$ cat src/rtl/softmax_normalizer.sv
// softmax_normalizer
//   Second Softermax stage. Buffers one row of up to NUM_CHUNKS chunks of
//   unnormalized pow2 values. While chunks arrive it folds each chunk's
//   max/sum into a running max/sum (online-softmax correction). It then
//   forms 1/sum with a bit-serial restoring divider and emits the normalized
//   probabilities one chunk per beat.
//
// Ports
//   clk, rst_n            clock, async active-low reset
//   in_valid/in_ready     input chunk handshake; in_last marks the row end
//   vec_in, max_in,       chunk pow2 values (Q1.15), chunk integer max
//   sum_in                (signed, FW fraction bits), chunk sum
//   out_valid/out_ready   output chunk handshake; out_last marks the row end
//   vec_out               normalized probabilities (OUT_FW fraction bits)
//
// state  | meaning
// ACCUM  | accept chunks, merge running max/sum
// DIVIDE | RECIP_BW-cycle restoring division 2^(RECIP_FW+ACCUM_FW)/s_run
// EMIT   | scale buffered chunks by the reciprocal, one beat per chunk
module softmax_normalizer #(
  parameter int BW         = 8,
  parameter int FW         = 2,
  parameter int POW_BW     = 16,
  parameter int POW_FW     = 15,
  parameter int ACCUM_BW   = 16,
  parameter int ACCUM_FW   = 6,
  parameter int RECIP_BW   = 16,
  parameter int RECIP_FW   = 15,
  parameter int OUT_BW     = 8,
  parameter int OUT_FW     = 7,
  parameter int VEC_SIZE   = 4,
  parameter int NUM_CHUNKS = 4
) (
  input  logic                              clk,
  input  logic                              rst_n,
  input  logic                              in_valid,
  output logic                              in_ready,
  input  logic                              in_last,
  input  logic [VEC_SIZE-1:0][POW_BW-1:0]   vec_in,
  input  logic [BW-1:0]                     max_in,
  input  logic [ACCUM_BW-1:0]               sum_in,
  output logic                              out_valid,
  input  logic                              out_ready,
  output logic                              out_last,
  output logic [VEC_SIZE-1:0][OUT_BW-1:0]   vec_out
);

  localparam int IW       = $clog2(NUM_CHUNKS);
  localparam int CW       = $clog2(NUM_CHUNKS + 1);
  localparam int DCW      = $clog2(RECIP_BW);
  localparam int NW       = ACCUM_BW + RECIP_BW + 1;
  localparam int PW       = POW_BW + RECIP_BW;
  localparam int SCALE_SH = POW_FW + RECIP_FW - OUT_FW;

  // Dividend 2^(RECIP_FW+ACCUM_FW), split into the part that seeds the
  // remainder and the RECIP_BW bits shifted in one per cycle.
  localparam logic [NW-1:0]       NUMER  = {{(NW-1){1'b0}}, 1'b1} << (RECIP_FW + ACCUM_FW);
  localparam logic [NW-1:0]       NUM_HI = NUMER >> RECIP_BW;
  localparam logic [RECIP_BW-1:0] NUM_LO = NUMER[RECIP_BW-1:0];

  typedef enum logic [1:0] {ACCUM, DIVIDE, EMIT} state_e;

  state_e                           state_q;
  logic [CW-1:0]                    cnt_q;
  logic [IW-1:0]                    rd_q;
  logic [BW-1:0]                    m_run_q;
  logic [ACCUM_BW-1:0]              s_run_q;
  logic [RECIP_BW-1:0]              recip_q;
  logic [ACCUM_BW-1:0]              rem_q;
  logic [RECIP_BW-1:0]              num_q;
  logic [DCW-1:0]                   div_cnt_q;
  logic                             in_ready_q;
  logic                             out_valid_q;
  logic                             out_last_q;
  logic [VEC_SIZE-1:0][OUT_BW-1:0]  vec_out_q;

  logic [VEC_SIZE-1:0][POW_BW-1:0]  vec_buf_q [NUM_CHUNKS];
  logic [BW-1:0]                    max_buf_q [NUM_CHUNKS];

  // ---------------------------------------------------------------- merge
  logic                accept;
  logic                max_gt;
  logic [BW:0]         max_diff;
  logic [BW:0]         abs_diff;
  logic [BW:0]         d_sh;
  logic [ACCUM_BW:0]   s_add;
  logic [ACCUM_BW-1:0] s_d;
  logic [BW-1:0]       m_d;
  logic                row_end;

  assign accept  = (state_q == ACCUM) && in_valid && in_ready_q;
  assign row_end = in_last || (cnt_q == CW'(NUM_CHUNKS - 1));

  always_comb begin
    max_gt   = $signed(max_in) > $signed(m_run_q);
    max_diff = {max_in[BW-1], max_in} - {m_run_q[BW-1], m_run_q};
    abs_diff = max_gt ? max_diff : -max_diff;
    d_sh     = abs_diff >> FW;
    // Whichever side had the smaller max is rescaled before the add.
    if (max_gt) s_add = {1'b0, s_run_q >> d_sh} + {1'b0, sum_in};
    else        s_add = {1'b0, s_run_q} + {1'b0, sum_in >> d_sh};
    if (cnt_q == '0) begin
      s_d = sum_in;
      m_d = max_in;
    end else begin
      s_d = s_add[ACCUM_BW] ? '1 : s_add[ACCUM_BW-1:0];
      m_d = max_gt ? max_in : m_run_q;
    end
  end

  // -------------------------------------------------------------- divider
  logic [ACCUM_BW:0] trial;
  logic              q_bit;
  logic              div_sat;

  assign trial   = {rem_q, num_q[RECIP_BW-1]};
  assign q_bit   = trial >= {1'b0, s_run_q};
  // Quotient would not fit RECIP_BW bits (also covers s_run == 0).
  assign div_sat = NUM_HI >= {{(NW-ACCUM_BW){1'b0}}, s_run_q};

  // ----------------------------------------------------------------- emit
  logic [IW-1:0]                    emit_idx;
  logic [BW-1:0]                    emit_max;
  logic [BW:0]                      emit_diff;
  logic [BW:0]                      emit_sh;
  logic                             emit_last;
  logic [VEC_SIZE-1:0][OUT_BW-1:0]  emit_vec;

  function automatic logic [OUT_BW-1:0] scale_elem(input logic [POW_BW-1:0]   pow,
                                                   input logic [BW:0]         sh,
                                                   input logic [RECIP_BW-1:0] r);
    logic [POW_BW-1:0] p;
    logic [PW-1:0]     prod;
    logic [PW-1:0]     q;
    p    = pow >> sh;
    prod = {{RECIP_BW{1'b0}}, p} * {{POW_BW{1'b0}}, r};
    q    = prod >> SCALE_SH;
    if (q[PW-1:OUT_BW] != '0) return '1;
    return q[OUT_BW-1:0];
  endfunction

  // First load after DIVIDE reads slot rd; each accepted beat preloads rd+1.
  assign emit_idx  = out_valid_q ? rd_q + IW'(1) : rd_q;
  assign emit_max  = max_buf_q[emit_idx];
  assign emit_diff = {m_run_q[BW-1], m_run_q} - {emit_max[BW-1], emit_max};
  assign emit_sh   = emit_diff >> FW;
  assign emit_last = (CW'(emit_idx) == cnt_q - CW'(1));

  always_comb begin
    emit_vec = '0;
    for (int i = 0; i < VEC_SIZE; i++)
      emit_vec[i] = scale_elem(vec_buf_q[emit_idx][i], emit_sh, recip_q);
  end

  // --------------------------------------------------------------- buffer
  always_ff @(posedge clk) begin
    if (accept) begin
      vec_buf_q[cnt_q[IW-1:0]] <= vec_in;
      max_buf_q[cnt_q[IW-1:0]] <= max_in;
    end
  end

  // ------------------------------------------------------------------ FSM
  always_ff @(posedge clk or negedge rst_n) begin
    if (!rst_n) begin
      state_q     <= ACCUM;
      cnt_q       <= '0;
      rd_q        <= '0;
      m_run_q     <= '0;
      s_run_q     <= '0;
      recip_q     <= '0;
      rem_q       <= '0;
      num_q       <= '0;
      div_cnt_q   <= '0;
      in_ready_q  <= 1'b0;
      out_valid_q <= 1'b0;
      out_last_q  <= 1'b0;
      vec_out_q   <= '0;
    end else begin
      case (state_q)
        ACCUM: begin
          in_ready_q <= 1'b1;
          if (accept) begin
            cnt_q   <= cnt_q + CW'(1);
            m_run_q <= m_d;
            s_run_q <= s_d;
            if (row_end) begin
              state_q    <= DIVIDE;
              in_ready_q <= 1'b0;
              div_cnt_q  <= DCW'(RECIP_BW - 1);
              rem_q      <= NUM_HI[ACCUM_BW-1:0];
              num_q      <= NUM_LO;
            end
          end
        end
        DIVIDE: begin
          rem_q   <= q_bit ? ACCUM_BW'(trial - {1'b0, s_run_q}) : ACCUM_BW'(trial);
          num_q   <= {num_q[RECIP_BW-2:0], 1'b0};
          recip_q <= {recip_q[RECIP_BW-2:0], q_bit};
          if (div_cnt_q == '0) begin
            if (div_sat) recip_q <= '1;
            state_q <= EMIT;
            rd_q    <= '0;
          end else begin
            div_cnt_q <= div_cnt_q - DCW'(1);
          end
        end
        EMIT: begin
          if (!out_valid_q) begin
            out_valid_q <= 1'b1;
            vec_out_q   <= emit_vec;
            out_last_q  <= emit_last;
          end else if (out_ready) begin
            if (out_last_q) begin
              out_valid_q <= 1'b0;
              out_last_q  <= 1'b0;
              cnt_q       <= '0;
              rd_q        <= '0;
              in_ready_q  <= 1'b1;
              state_q     <= ACCUM;
            end else begin
              rd_q       <= rd_q + IW'(1);
              vec_out_q  <= emit_vec;
              out_last_q <= emit_last;
            end
          end
        end
        default: state_q <= ACCUM;
      endcase
    end
  end

  assign in_ready  = in_ready_q;
  assign out_valid = out_valid_q;
  assign out_last  = out_last_q;
  assign vec_out   = vec_out_q;

endmodule

$ cat config.mk
export PLATFORM = sky130hd
export DESIGN_NAME = softmax_normalizer
export DESIGN_NICKNAME = d
export VERILOG_FILES = /design/src/rtl/softmax_normalizer.sv
export SDC_FILE = /design/constraint.sdc
export NUM_CORES = 2
export LEC_CHECK = 0
export ABC_AREA = 1
export ABC_CLOCK_PERIOD_IN_PS = 12200
export CAP_MARGIN = 10
export CELL_PAD_IN_SITES_DETAIL_PLACEMENT = 1
export CELL_PAD_IN_SITES_GLOBAL_PLACEMENT = 2
export CORE_MARGIN = 2
export CORE_UTILIZATION = 33
export CTS_BUF_LIST = sky130_fd_sc_hd__clkbuf_4
export DETAILED_ROUTE_END_ITERATION = 7
export GPL_ROUTABILITY_DRIVEN = 0
export PLACE_DENSITY = 0.71
export SLEW_MARGIN = 20
export SYNTH_ARGS = -nofsm -noshare
export SYNTH_HDL_FRONTEND = slang
export SYNTH_SLANG_ARGS = --single-unit
$ cat constraint.sdc
create_clock -name clk -period 12.2 [get_ports clk]
set_input_delay 1.22 -clock clk [delete_from_list [all_inputs] [get_ports clk]]
set_output_delay 1.22 -clock clk [all_outputs]
set_load 0.02 [all_outputs]
==> report_table.html <==
<table>
<tr><th>Metric</th><th>Value</th></tr>
<tr><th colspan="2">Outcome</th></tr>
<tr><td>Status</td><td>complete, no violations</td></tr>
<tr><th colspan="2">Routing</th></tr>
<tr><td>Initial DRT Pass Iterations</td><td>5</td></tr>
<tr><td>Initial drt markers</td><td>2308</td></tr>
<tr><td>Wire per inst</td><td>21.52 um</td></tr>
<tr><td>Per-cell via count in the routed design</td><td>5.071</td></tr>
<tr><td>Total number of vias</td><td>46.28k</td></tr>
<tr><td>Remaining antenna violation count after routing</td><td>0</td></tr>
<tr><td>Final Routed Wirelength</td><td>196300 um</td></tr>
<tr><td>Post-detailed-route DRC marker count</td><td>0</td></tr>
<tr><th colspan="2">CTS</th></tr>
<tr><td>Clock insertion delay at the later pin of the skew report</td><td>1.12 ns</td></tr>
<tr><td>CTS tree</td><td>yes</td></tr>
<tr><td>Clock net sink count</td><td>390</td></tr>
<tr><td>Clock transition at the register clock pins on the worst setup and hold paths after CTS</td><td>0.06 ns</td></tr>
<tr><td>Clock buffer count from CTS</td><td>113</td></tr>
<tr><td>Maximum clock insertion buffer count</td><td>3</td></tr>
<tr><td>Clock Tree Root</td><td>clkbuf_4</td></tr>
<tr><td>Number of H-tree levels</td><td>3</td></tr>
<tr><th colspan="2">GRT</th></tr>
<tr><td>Largest net degree at the start of global routing</td><td>85</td></tr>
<tr><td>Number of global-route vias before repair</td><td>50.99k</td></tr>
<tr><td>Leftover overflow at the end of global routing</td><td>0</td></tr>
<tr><td>Aggregate global-route resource usage</td><td>0.2362</td></tr>
<tr><td>Antenna violations before repair</td><td>3</td></tr>
<tr><td>Wire length of the first global-routing pass</td><td>305800 um</td></tr>
<tr><th colspan="2">STA</th></tr>
<tr><td>Clock skew</td><td>0.1314 ns</td></tr>
<tr><td>Number of failing setup endpoints in the final timing report</td><td>0</td></tr>
<tr><td>Clock period minus worst slack</td><td>10.95 ns</td></tr>
<tr><td>Accumulated negative setup slack</td><td>0 ns</td></tr>
<tr><td>Count of pins over their slew limit</td><td>0</td></tr>
<tr><td>Period utilization</td><td>0.8971</td></tr>
<tr><td>RSZ-0062 raised after global routing</td><td>false</td></tr>
<tr><td>Slew at the pin closest to its max-slew limit</td><td>1.137 ns</td></tr>
<tr><td>Maximum frequency from static timing analysis</td><td>0.09136 GHz</td></tr>
<tr><td>Number of failing hold endpoints at the final stage</td><td>0</td></tr>
<tr><td>Worst-case headroom to the max-slew limit</td><td>0.2391</td></tr>
<tr><th colspan="2">Worst hold path</th></tr>
<tr><td>Hold Crit Class</td><td>flop to flop</td></tr>
<tr><td>Cell depth of the worst min-delay path</td><td>1</td></tr>
<tr><th colspan="2">Synth</th></tr>
<tr><td>Synthesized Nets</td><td>8134</td></tr>
<tr><td>Synthesized-area fraction occupied by adder cells</td><td>0.3927</td></tr>
<tr><td>Post-synthesis instance area</td><td>0.05466 sq mm</td></tr>
<tr><td>Dominant synthesized flop cell</td><td>edfxtp_1</td></tr>
<tr><td>Multiplexer share of the synthesized area</td><td>0.0009157</td></tr>
<tr><td>Main area contributors after synthesis</td><td>fa_1, edfxtp_1, nand2_1</td></tr>
<tr><td>Most used standard cells in the synthesized netlist</td><td>nand2_1, inv_1, nor2_1, fa_1, ha_1</td></tr>
<tr><td>Compound-gate portion of the synthesized area</td><td>0.07467</td></tr>
<tr><td>Avg Cell Area, Syn</td><td>8.049 sq um</td></tr>
<tr><td>Distinct cell type count of the synthesized netlist</td><td>59</td></tr>
<tr><td>Total number of yosys warnings</td><td>0</td></tr>
<tr><td>Synth Instances</td><td>6791</td></tr>
<tr><td>Count leader, synth</td><td>nand2_1</td></tr>
<tr><td>Number of enable flip-flop cells after synthesis</td><td>288</td></tr>
<tr><td>Part of the Yosys area used for sequential elements</td><td>0.2049</td></tr>
<tr><td>Cell taking the most area after synthesis</td><td>fa_1</td></tr>
<tr><td>Largest family of logic cells by synthesized area</td><td>adder cells</td></tr>
<tr><td>Post-synthesis share of cell area spent on and, or, nand and nor gates</td><td>0.2137</td></tr>
<tr><td>Area share of the largest cell type after synthesis</td><td>0.2842</td></tr>
<tr><td>Post-synth ARST share</td><td>0.2615</td></tr>
<tr><td>Flip-flop and latch count after synthesis</td><td>390</td></tr>
<tr><td>Post-synthesis xor/xnor area fraction</td><td>0.01067</td></tr>
<tr><th colspan="2">Setup path</th></tr>
<tr><td>Data arrival time of the critical path</td><td>11.85 ns</td></tr>
<tr><td>Crit Path Class</td><td>flop to flop</td></tr>
<tr><td>Launching element type of the critical path</td><td>flop</td></tr>
<tr><td>Maximum fanout along the worst path</td><td>77</td></tr>
<tr><td>Slowest cell on the critical path</td><td>nand2_4</td></tr>
<tr><td>Worst setup slack for register-to-register paths</td><td>1.25 ns</td></tr>
<tr><td>Worst EP required</td><td>13.11 ns</td></tr>
<tr><td>Element type at the critical path end</td><td>flop</td></tr>
<tr><td>Register-to-Register Path Depth</td><td>47</td></tr>
<tr><td>Peak per-stage delay on the critical path</td><td>0.57 ns</td></tr>
<tr><td>Most used cell, CP</td><td>nand2_1</td></tr>
<tr><th colspan="2">Cells and area</th></tr>
<tr><td>Fill cell instance count of the final layout</td><td>19.89k</td></tr>
<tr><td>Share of final-layout standard cells stronger than drive strength 1</td><td>0.04962</td></tr>
<tr><td>Footprint of the flip-flops and latches</td><td>0.01121 sq mm</td></tr>
<tr><td>Area occupied by multi-input gates</td><td>0.03796 sq mm</td></tr>
<tr><td>Number of nets in the final layout</td><td>8189</td></tr>
<tr><td>Area Growth Syn to Fin</td><td>9.420%</td></tr>
<tr><th colspan="2">Placement</th></tr>
<tr><td>DP Wirelength</td><td>152200 um</td></tr>
<tr><td>IO buf count</td><td>127</td></tr>
<tr><th colspan="2">Floorplan</th></tr>
<tr><td>Core area</td><td>0.1648 sq mm</td></tr>
<tr><td>Starting density of the core</td><td>0.3317</td></tr>
<tr><td>Number of rows in the core area</td><td>149</td></tr>
<tr><td>DIE AREA</td><td>0.1689 sq mm</td></tr>
<tr><td>Vertical extent of the die</td><td>411.0 um</td></tr>
<tr><td>I/O pins</td><td>128</td></tr>
<tr><td>Chip width</td><td>411.0 um</td></tr>
<tr><th colspan="2">Flow run</th></tr>
<tr><td>Number of violations of the max-capacitance limit</td><td>0</td></tr>
</table>
==> worst max-delay path, delay by kind of cell, from the launching register on <==
kind,cells,cell delay (ns)
DFF,1,0.55
buffers and inverters,7,1.10
AOI/OAI and AO/OA,4,1.17
and+or+nand+nor,28,4.26
adders and majority gates,8,3.70
==> cell usage in the layout, fill, tap and decap left out, types with 13 or more instances in the layout <==
master           count
nand3b_1            13
nand2_2             15
nand2_1           1637
o22ai_1             17
edfxtp_1           288
xor2_1              38
clkdlybuf4s50_1    126
inv_1             1134
dfrtp_1             95
clkbuf_4           159
nor2_1             821
clkinv_1            64
buf_4               98
nor3_1              42
ha_1               474
nand4_1             19
xnor2_1             21
or2_2               16
fa_1               776
a22oi_1             21
nor4_1              25
o211ai_1            43
a21oi_1            223
o21ai_0            241
nand3_1            299
a31oi_1             76
==> final timing paths <==
| check | start | end |
|---|---|---|
| setup / recovery | out_valid$_DFFE_PN0P_ | vec_out[19]$_DFFE_PN0P_ |
| hold / removal | div_cnt_q[0]$_DFFE_PN0P_ | div_cnt_q[0]$_DFFE_PN0P_ |
| setup reg to reg | out_valid$_DFFE_PN0P_ | vec_out[19]$_DFFE_PN0P_ |
| hold reg to reg | div_cnt_q[0]$_DFFE_PN0P_ | div_cnt_q[0]$_DFFE_PN0P_ |
| max in group asynchronous | rst_n | vec_out[11]$_DFFE_PN0P_ |
| min in group asynchronous | rst_n | vec_out[5]$_DFFE_PN0P_ |
==> through the flow <==
| step | setup slack (ns) | hold WS [ns] | cell area (sq um) | util | instances |
|---|---|---|---|---|---|
| final | 1.255 | 0.4719 | 59810 | 0.3629 | 9125 |
| after global routing | 0.3909 | 0.4974 | 59810 | 0.3629 | 9125 |
| after CTS | 1.275 | 0.4736 | 59790 | 0.3628 | 9121 |
| after detailed placement | 1.254 | 0.4666 | 58340 | 0.3540 | 8919 |
| after global placement | 1.398 | 0.4585 | 58340 | 0.3540 | 8919 |
| after floorplan | 2.832 | 0.4396 | 54660 | - | 6791 |
==> state kept, by name, summed over array words and instances (netlist names), 2 cells and up <==
| register | cells |
|---|---|
| m_run_q | 8 |
| div_cnt_q | 4 |
| recip_q | 16 |
| max_buf_q | 32 |
| vec_buf_q | 256 |
| state_q | 2 |
| rem_q | 16 |
| s_run_q | 16 |
| rd_q | 2 |
| cnt_q | 3 |
| vec_out | 32 |
==> repair_timing <==
item | 4_1_cts | 5_1_grt
hold endpoints to repair | 32 | 0
hold buffers | 1 | 0
setup buffers | 0 | 0
gates resized for setup | 0 | 0
==> layout make-up <==
cell class	instances	area share
flip-flops and latches	390	0.1874
repair buffers	226	0.03375
inverters	1178	0.07400
diodes	4	0.0001674
clock inverters	42	0.004184
multi-input cells	4937	0.6347
clock buffers	159	0.01996
well taps	2189	0.04580
==> kinds of logic after synthesis <==
group,count (synthesis)
compound gates,705
xor+xnor,64
fa+ha+maj,1250
buf+inv,1464
flops,390
mux,5
simple gates,2913
==> layer usage <==
metal,track usage,wire length [um]
met2,0.4138,96370
met5,0,9
met4,0.07054,5593
met1,0.3063,86810
met3,0.02450,7551
Power is left out: the tool's default activity adds up to more than one toggle a clock period on the data nets, which glitch-free logic cannot reach.
